==> config.mk <==
export PLATFORM = sky130hd
export DESIGN_NAME = cp0_reg_flat
export DESIGN_NICKNAME = d
export VERILOG_FILES = /design/src/rtl/cp0_if.sv /design/src/rtl/cp0_reg.sv /design/src/flat_wrapper.sv
export SDC_FILE = /design/constraint.sdc
export NUM_CORES = 1
export LEC_CHECK = 0
export CORE_MARGIN = 4
export CORE_UTILIZATION = 39
export DETAILED_ROUTE_END_ITERATION = 10
export PLACE_DENSITY = 0.86
export SYNTH_ARGS = -nofsm -noshare
export SYNTH_HDL_FRONTEND = slang
export SYNTH_SLANG_ARGS = --single-unit
==> constraint.sdc <==
create_clock -name clk -period 4.56 [get_ports clk]
set_input_delay 0.456 -clock clk [delete_from_list [all_inputs] [get_ports clk]]
set_output_delay 0.456 -clock clk [all_outputs]
set_load 0.01 [all_outputs]
==> src/rtl/cp0_if.sv <==
// Bus between the MIPS pipeline and the coprocessor-0 register file.
//   slave  : the register file (cp0_reg) - takes mtc0/mfc0/exception inputs,
//            drives register values, mfc0 read data and the timer request.
//   master : the pipeline side (WB, MEM and the pipeline controller).
// Signals:
//   we_i/waddr_i/data_i        mtc0 write from WB
//   raddr_i -> data_o          combinational mfc0 read
//   int_i                      external interrupt lines (Cause IP7..IP2)
//   excepttype_i, current_inst_addr_i, is_in_delayslot_i  exception event from MEM
//   *_o                        architectural register values, cp0_epc_o, timer_int_o
interface cp0_if;
    logic        we_i;
    logic [4:0]  waddr_i;
    logic [31:0] data_i;
    logic [4:0]  raddr_i;
    logic [5:0]  int_i;
    logic [31:0] excepttype_i;
    logic [31:0] current_inst_addr_i;
    logic        is_in_delayslot_i;
    logic [31:0] data_o;
    logic [31:0] count_o;
    logic [31:0] compare_o;
    logic [31:0] status_o;
    logic [31:0] cause_o;
    logic [31:0] epc_o;
    logic [31:0] config_o;
    logic [31:0] prid_o;
    logic [31:0] cp0_epc_o;
    logic        timer_int_o;

    modport slave (
        input  we_i, waddr_i, data_i, raddr_i, int_i,
               excepttype_i, current_inst_addr_i, is_in_delayslot_i,
        output data_o, count_o, compare_o, status_o, cause_o, epc_o,
               config_o, prid_o, cp0_epc_o, timer_int_o
    );

    modport master (
        output we_i, waddr_i, data_i, raddr_i, int_i,
               excepttype_i, current_inst_addr_i, is_in_delayslot_i,
        input  data_o, count_o, compare_o, status_o, cause_o, epc_o,
               config_o, prid_o, cp0_epc_o, timer_int_o
    );
endinterface

==> src/rtl/cp0_reg.sv <==
// Coprocessor-0 register file for the 5-stage MIPS pipeline (MEM/WB boundary).
// Holds Count, Compare, Status, Cause, EPC, Config and PRId; applies mtc0
// writes from WB and exception/eret events from MEM; raises the Count/Compare
// timer interrupt.
// Ports:
//   clk  - clock; all register updates on its rising edge
//   rst  - asynchronous, active-high reset
//   bus  - cp0_if.slave: mtc0 write, mfc0 read, interrupts, exception event,
//          register value outputs, cp0_epc_o and timer_int_o
module cp0_reg #(
    parameter logic [31:0] PRID         = 32'h004C0102,
    parameter logic [31:0] CONFIG_RESET = 32'h00008000,
    parameter logic [31:0] STATUS_RESET = 32'h10000000
) (
    input  logic  clk,
    input  logic  rst,
    cp0_if.slave  bus
);
    localparam logic [4:0] REG_COUNT   = 5'd9;
    localparam logic [4:0] REG_COMPARE = 5'd11;
    localparam logic [4:0] REG_STATUS  = 5'd12;
    localparam logic [4:0] REG_CAUSE   = 5'd13;
    localparam logic [4:0] REG_EPC     = 5'd14;
    localparam logic [4:0] REG_PRID    = 5'd15;
    localparam logic [4:0] REG_CONFIG  = 5'd16;

    // Cause bits software may change: IV, WP, IP1, IP0.
    localparam logic [31:0] CAUSE_WMASK = 32'h00C00300;

    logic [31:0] count_q, compare_q, status_q, cause_q, epc_q;
    logic        timer_q;
    logic [31:0] status_nxt, cause_nxt, epc_nxt;
    logic [31:0] rdata;
    logic        wr_count, wr_compare, wr_status, wr_cause, wr_epc;
    logic        exc_valid, exc_eret;
    logic [4:0]  exc_code;

    assign wr_count   = bus.we_i && (bus.waddr_i == REG_COUNT);
    assign wr_compare = bus.we_i && (bus.waddr_i == REG_COMPARE);
    assign wr_status  = bus.we_i && (bus.waddr_i == REG_STATUS);
    assign wr_cause   = bus.we_i && (bus.waddr_i == REG_CAUSE);
    assign wr_epc     = bus.we_i && (bus.waddr_i == REG_EPC);
    assign exc_eret   = (bus.excepttype_i == 32'he);

    // Only the recognised exception codes touch state; anything else is ignored.
    always_comb begin
        exc_valid = 1'b1;
        exc_code  = 5'h00;
        case (bus.excepttype_i)
            32'h1:   exc_code = 5'h00;
            32'h8:   exc_code = 5'h08;
            32'ha:   exc_code = 5'h0a;
            32'hd:   exc_code = 5'h0d;
            32'hc:   exc_code = 5'h0c;
            default: exc_valid = 1'b0;
        endcase
    end

    // mtc0 is applied first, then the exception/eret fields override it.
    // Nesting is decided from the EXL bit held before this edge.
    always_comb begin
        status_nxt = wr_status ? bus.data_i : status_q;
        epc_nxt    = wr_epc ? bus.data_i : epc_q;
        cause_nxt  = cause_q;
        if (wr_cause) begin
            cause_nxt = (cause_q & ~CAUSE_WMASK) | (bus.data_i & CAUSE_WMASK);
        end
        cause_nxt[15:10] = bus.int_i;

        if (exc_valid) begin
            status_nxt[1]   = 1'b1;
            cause_nxt[6:2]  = exc_code;
            if (!status_q[1]) begin
                if (bus.is_in_delayslot_i) begin
                    epc_nxt       = bus.current_inst_addr_i - 32'd4;
                    cause_nxt[31] = 1'b1;
                end else begin
                    epc_nxt       = bus.current_inst_addr_i;
                    cause_nxt[31] = 1'b0;
                end
            end
        end else if (exc_eret) begin
            status_nxt[1] = 1'b0;
        end
    end

    always_ff @(posedge clk or posedge rst) begin
        if (rst) begin
            count_q   <= 32'h0;
            compare_q <= 32'h0;
            status_q  <= STATUS_RESET;
            cause_q   <= 32'h0;
            epc_q     <= 32'h0;
            timer_q   <= 1'b0;
        end else begin
            count_q <= wr_count ? bus.data_i : count_q + 32'd1;
            // A Compare write clears the request even if the match fires this edge.
            if (wr_compare) begin
                compare_q <= bus.data_i;
                timer_q   <= 1'b0;
            end else if ((compare_q != 32'h0) && (count_q == compare_q)) begin
                timer_q <= 1'b1;
            end
            status_q <= status_nxt;
            cause_q  <= cause_nxt;
            epc_q    <= epc_nxt;
        end
    end

    // mfc0 read path: current state only, no bypass of the WB write.
    always_comb begin
        rdata = 32'h0;
        case (bus.raddr_i)
            REG_COUNT:   rdata = count_q;
            REG_COMPARE: rdata = compare_q;
            REG_STATUS:  rdata = status_q;
            REG_CAUSE:   rdata = cause_q;
            REG_EPC:     rdata = epc_q;
            REG_PRID:    rdata = PRID;
            REG_CONFIG:  rdata = CONFIG_RESET;
            default:     rdata = 32'h0;
        endcase
    end

    assign bus.data_o      = rdata;
    assign bus.count_o     = count_q;
    assign bus.compare_o   = compare_q;
    assign bus.status_o    = status_q;
    assign bus.cause_o     = cause_q;
    assign bus.epc_o       = epc_q;
    assign bus.config_o    = CONFIG_RESET;
    assign bus.prid_o      = PRID;
    assign bus.cp0_epc_o   = epc_q;
    assign bus.timer_int_o = timer_q;
endmodule

==> src/flat_wrapper.sv <==
// flat-port wrapper written by rule: the top's interface ports become plain ports
module cp0_reg_flat 
#(
    parameter logic [31:0] PRID         = 32'h004C0102,
    parameter logic [31:0] CONFIG_RESET = 32'h00008000,
    parameter logic [31:0] STATUS_RESET = 32'h10000000
)
  (clk, rst, bus_we_i, bus_waddr_i, bus_data_i, bus_raddr_i, bus_int_i, bus_excepttype_i, bus_current_inst_addr_i, bus_is_in_delayslot_i, bus_data_o, bus_count_o, bus_compare_o, bus_status_o, bus_cause_o, bus_epc_o, bus_config_o, bus_prid_o, bus_cp0_epc_o, bus_timer_int_o);
  cp0_if bus_i ();
  input  logic clk;
  input  logic rst;
  input wire logic [$bits(bus_i.we_i)-1:0] bus_we_i;
  input wire logic [$bits(bus_i.waddr_i)-1:0] bus_waddr_i;
  input wire logic [$bits(bus_i.data_i)-1:0] bus_data_i;
  input wire logic [$bits(bus_i.raddr_i)-1:0] bus_raddr_i;
  input wire logic [$bits(bus_i.int_i)-1:0] bus_int_i;
  input wire logic [$bits(bus_i.excepttype_i)-1:0] bus_excepttype_i;
  input wire logic [$bits(bus_i.current_inst_addr_i)-1:0] bus_current_inst_addr_i;
  input wire logic [$bits(bus_i.is_in_delayslot_i)-1:0] bus_is_in_delayslot_i;
  output wire logic [$bits(bus_i.data_o)-1:0] bus_data_o;
  output wire logic [$bits(bus_i.count_o)-1:0] bus_count_o;
  output wire logic [$bits(bus_i.compare_o)-1:0] bus_compare_o;
  output wire logic [$bits(bus_i.status_o)-1:0] bus_status_o;
  output wire logic [$bits(bus_i.cause_o)-1:0] bus_cause_o;
  output wire logic [$bits(bus_i.epc_o)-1:0] bus_epc_o;
  output wire logic [$bits(bus_i.config_o)-1:0] bus_config_o;
  output wire logic [$bits(bus_i.prid_o)-1:0] bus_prid_o;
  output wire logic [$bits(bus_i.cp0_epc_o)-1:0] bus_cp0_epc_o;
  output wire logic [$bits(bus_i.timer_int_o)-1:0] bus_timer_int_o;
  assign bus_i.we_i = bus_we_i;
  assign bus_i.waddr_i = bus_waddr_i;
  assign bus_i.data_i = bus_data_i;
  assign bus_i.raddr_i = bus_raddr_i;
  assign bus_i.int_i = bus_int_i;
  assign bus_i.excepttype_i = bus_excepttype_i;
  assign bus_i.current_inst_addr_i = bus_current_inst_addr_i;
  assign bus_i.is_in_delayslot_i = bus_is_in_delayslot_i;
  assign bus_data_o = bus_i.data_o;
  assign bus_count_o = bus_i.count_o;
  assign bus_compare_o = bus_i.compare_o;
  assign bus_status_o = bus_i.status_o;
  assign bus_cause_o = bus_i.cause_o;
  assign bus_epc_o = bus_i.epc_o;
  assign bus_config_o = bus_i.config_o;
  assign bus_prid_o = bus_i.prid_o;
  assign bus_cp0_epc_o = bus_i.cp0_epc_o;
  assign bus_timer_int_o = bus_i.timer_int_o;
  cp0_reg #(.PRID(PRID), .CONFIG_RESET(CONFIG_RESET), .STATUS_RESET(STATUS_RESET)) u_core (.clk(clk), .rst(rst), .bus(bus_i));
endmodule
==> flow_summary.ini <==
[timing]
tightest_slew_ps = 1070
setup_violations = 0
tns_ps = 0
fin_skew_ps = 13.2
rsz0062_at_grt = false
maxSlewHeadroom = 0.287
finalWorstSetupSlack_ps = 949
fmax_mhz = 277
min_period_over_period = 0.792
drv_slew = 0
period_minus_slack_ps = 3610
hold_violations = 0

[setup_path]
start_kind = input port
crit_path_cell_trace = clkdlybuf4s50_1, nor2b_1, and3_1, nor2b_2, buf_4, a221o_1, clkdlybuf4s50_1
crit_fanout = 17
cpPeakStageDelay_ps = 550
worstPathRequired_ps = 4100
cp_common_cell = clkdlybuf4s50_1
crit_slowest_cell = clkdlybuf4s50_1
worstSetupEndpointType = primary output
cp.arrival_ps = 3150
path_class = in -> out

[place]
gp_congestion = 0.900
dp.final_hpwl_um = 28500
post-place-ws_ps = 984
numPortBuffers = 323

[routing]
ant_nets = 0
drtIter0Drc = 729
wirelength_um = 36600
vias_per_cell = 5.46
vias = 8288
first_pass_iters = 7
wl_per_cell_um = 24.1
drc = 0

[floorplan]
core_area_um2 = 23400
start_util = 0.395
fp.dieArea_um2 = 26200
rows = 56
die_w_um = 162
io_pins = 405
die_h_um = 162

[global_routing]
grt_max_degree = 96
antenna_found_initial = 4
overflow = 0
grt_pass1_wl_um = 53100
grt_pass1_vias = 8221
grtUsageTotal = 0.269

[yosys]
synth_top_area_share = 0.387
yosys_register_bits = 144
ys_warn_count = 0
synth.distinct_cells = 58
yosysTopAreaCell = dfrtp_1
netlist_area_um2 = 9240
ys_seq_area_frac = 0.390
synth_edf_count = 0
synth.area.top_cells = dfrtp_1 39%, mux2_2 11%, buf_4 9.3%
syn_area_per_cell_um2 = 10.2
postSynthCellCount = 910
synth_ff_type = dfrtp_1
synth-async-reset-ratio = 1.00

[power_and_ir_drop]
p_per_area_nw_per_um2 = 418
ir_drop_uv = 198
power_leakage_nw = 5.09

[layout]
syn2layout_area_growth_pct = 39.1
fin_util = 0.549
fin_nets = 1304
final_cell_mix = 322 x clkdlybuf4s50_1, 143 x dfrtp_1, 90 x mux2_2, 81 x conb_1, 62 x xnor2_1
layout_commonest_cell = clkdlybuf4s50_1
drive_gt1_frac = 0.141

[job]
drv_cap = 0

[cts]
h-tree-depth = 4
ctsResizeCount = 0
clock-root-buffer = clkbuf_16
clkTransAtPathRegs_ps = 60
cts_tree = done
post_cts_buffers = 0
worstSkewPairLatency_ps = 420
cts_max_path_buffers = 2
cts_hold_buf = 0
cts_inserted_buffers = 17
clock-sinks = 144

[hold_path]
hold_path.class = in -> reg

[outcome]
status = finished, final reports clean
==> routing by layer <==
| layer | track usage | routed length (um) | vias to the layer above |
|---|---|---|---|
| met3 | 0.0695 | 3240 | 74 |
| met5 | 0 | 24 | - |
| met2 | 0.416 | 16800 | 474 |
| met4 | 0.0880 | 1090 | 4 |
| met1 | 0.370 | 15400 | 4107 |
| li1 | - | - | 3629 |
==> critical path, delay by kind of cell <==
family | cells | cell delay, ps
buffers and inverters | 3 | 1400
AOI/OAI and AO/OA | 1 | 230
and+or+nand+nor | 3 | 1050
==> synthesized netlist by cell type (all sizes together) (5+ instances only) <==
cell type	instances
nand4	23
mux2i	44
o21ai	54
nor3b	5
mux2	90
and3	8
xnor2	62
nor3	13
nor4	31
inv	8
o2bb2ai	12
a21oi	25
a221o	29
nor2	49
dfrtp	143
nand2	61
buf	132
xor2	30
clkbuf	30
nand3	15
==> through the flow <==
stage          cells  power, mW  instance area, um2  hold WS, ps
2_1_floorplan    989       2.88                9540          487
3_3_place_gp    1486       3.94               12300          502
3_5_place_dp    1486       3.98               12300          522
4_1_cts         1517       5.37               12800          458
5_1_grt         1518       5.60               12800          459
6_report        1519       5.37               12800          479
==> final cells by class <==
type                       count  area, um2
timing repair buffer         340       3360
fill                        2044      10600
clock buffer                  18        429
inverter                       8       35.0
multi-input combinational    675       4880
tap                          319        399
sequential                   144       3600
clock inverter                13        138
antenna                        2       5.00
==> logic make-up after synthesis <==
logic type,after synthesis,synth area share
buffers and inverters,170,0.118
muxes,134,0.157
AOI/OAI and AO/OA,134,0.0994
adders and majority gates,2,0.00271
xor gates and xnor gates,92,0.0872
and+or+nand+nor,232,0.144
other,2,0.000813
DFF,144,0.390
==> flip-flops by register name (all words and copies together) (netlist names) <==
name	flops
u_core.bus.cause_o	15
u_core.bus.compare_o	32
u_core.bus.count_o	32
u_core.bus.cp0_epc_o	32
u_core.bus.status_o	32
u_core.bus.timer_int_o	1
==> where the power goes <==
part           internal [mW]  switching, mW
clock                  0.804          0.573
sequential              1.56          0.544
combinational           1.07          0.828
total                   3.43           1.95
==> final timing paths <==
| check | endpoint | slack, ps | from | cells past startpoint |
|---|---|---|---|---|
| worst min register to register | u_core.bus.timer_int_o | 530 | u_core.bus.timer_int_o | 2 |
| worst max-delay path | bus_data_o[10] | 950 | bus_raddr_i[3] | 7 |
| min in group asynchronous | u_core.bus.compare_o[5] | 620 | rst | 2 |
| worst max register to register | u_core.bus.count_o[28] | 2180 | u_core.bus.count_o[0] | 6 |
| worst min-delay path | u_core.bus.cause_o[10] | 480 | bus_int_i[0] | 1 |
| max in group asynchronous | u_core.bus.compare_o[7] | 3020 | rst | 3 |
Note: power is estimated with default switching activity, not from simulation.
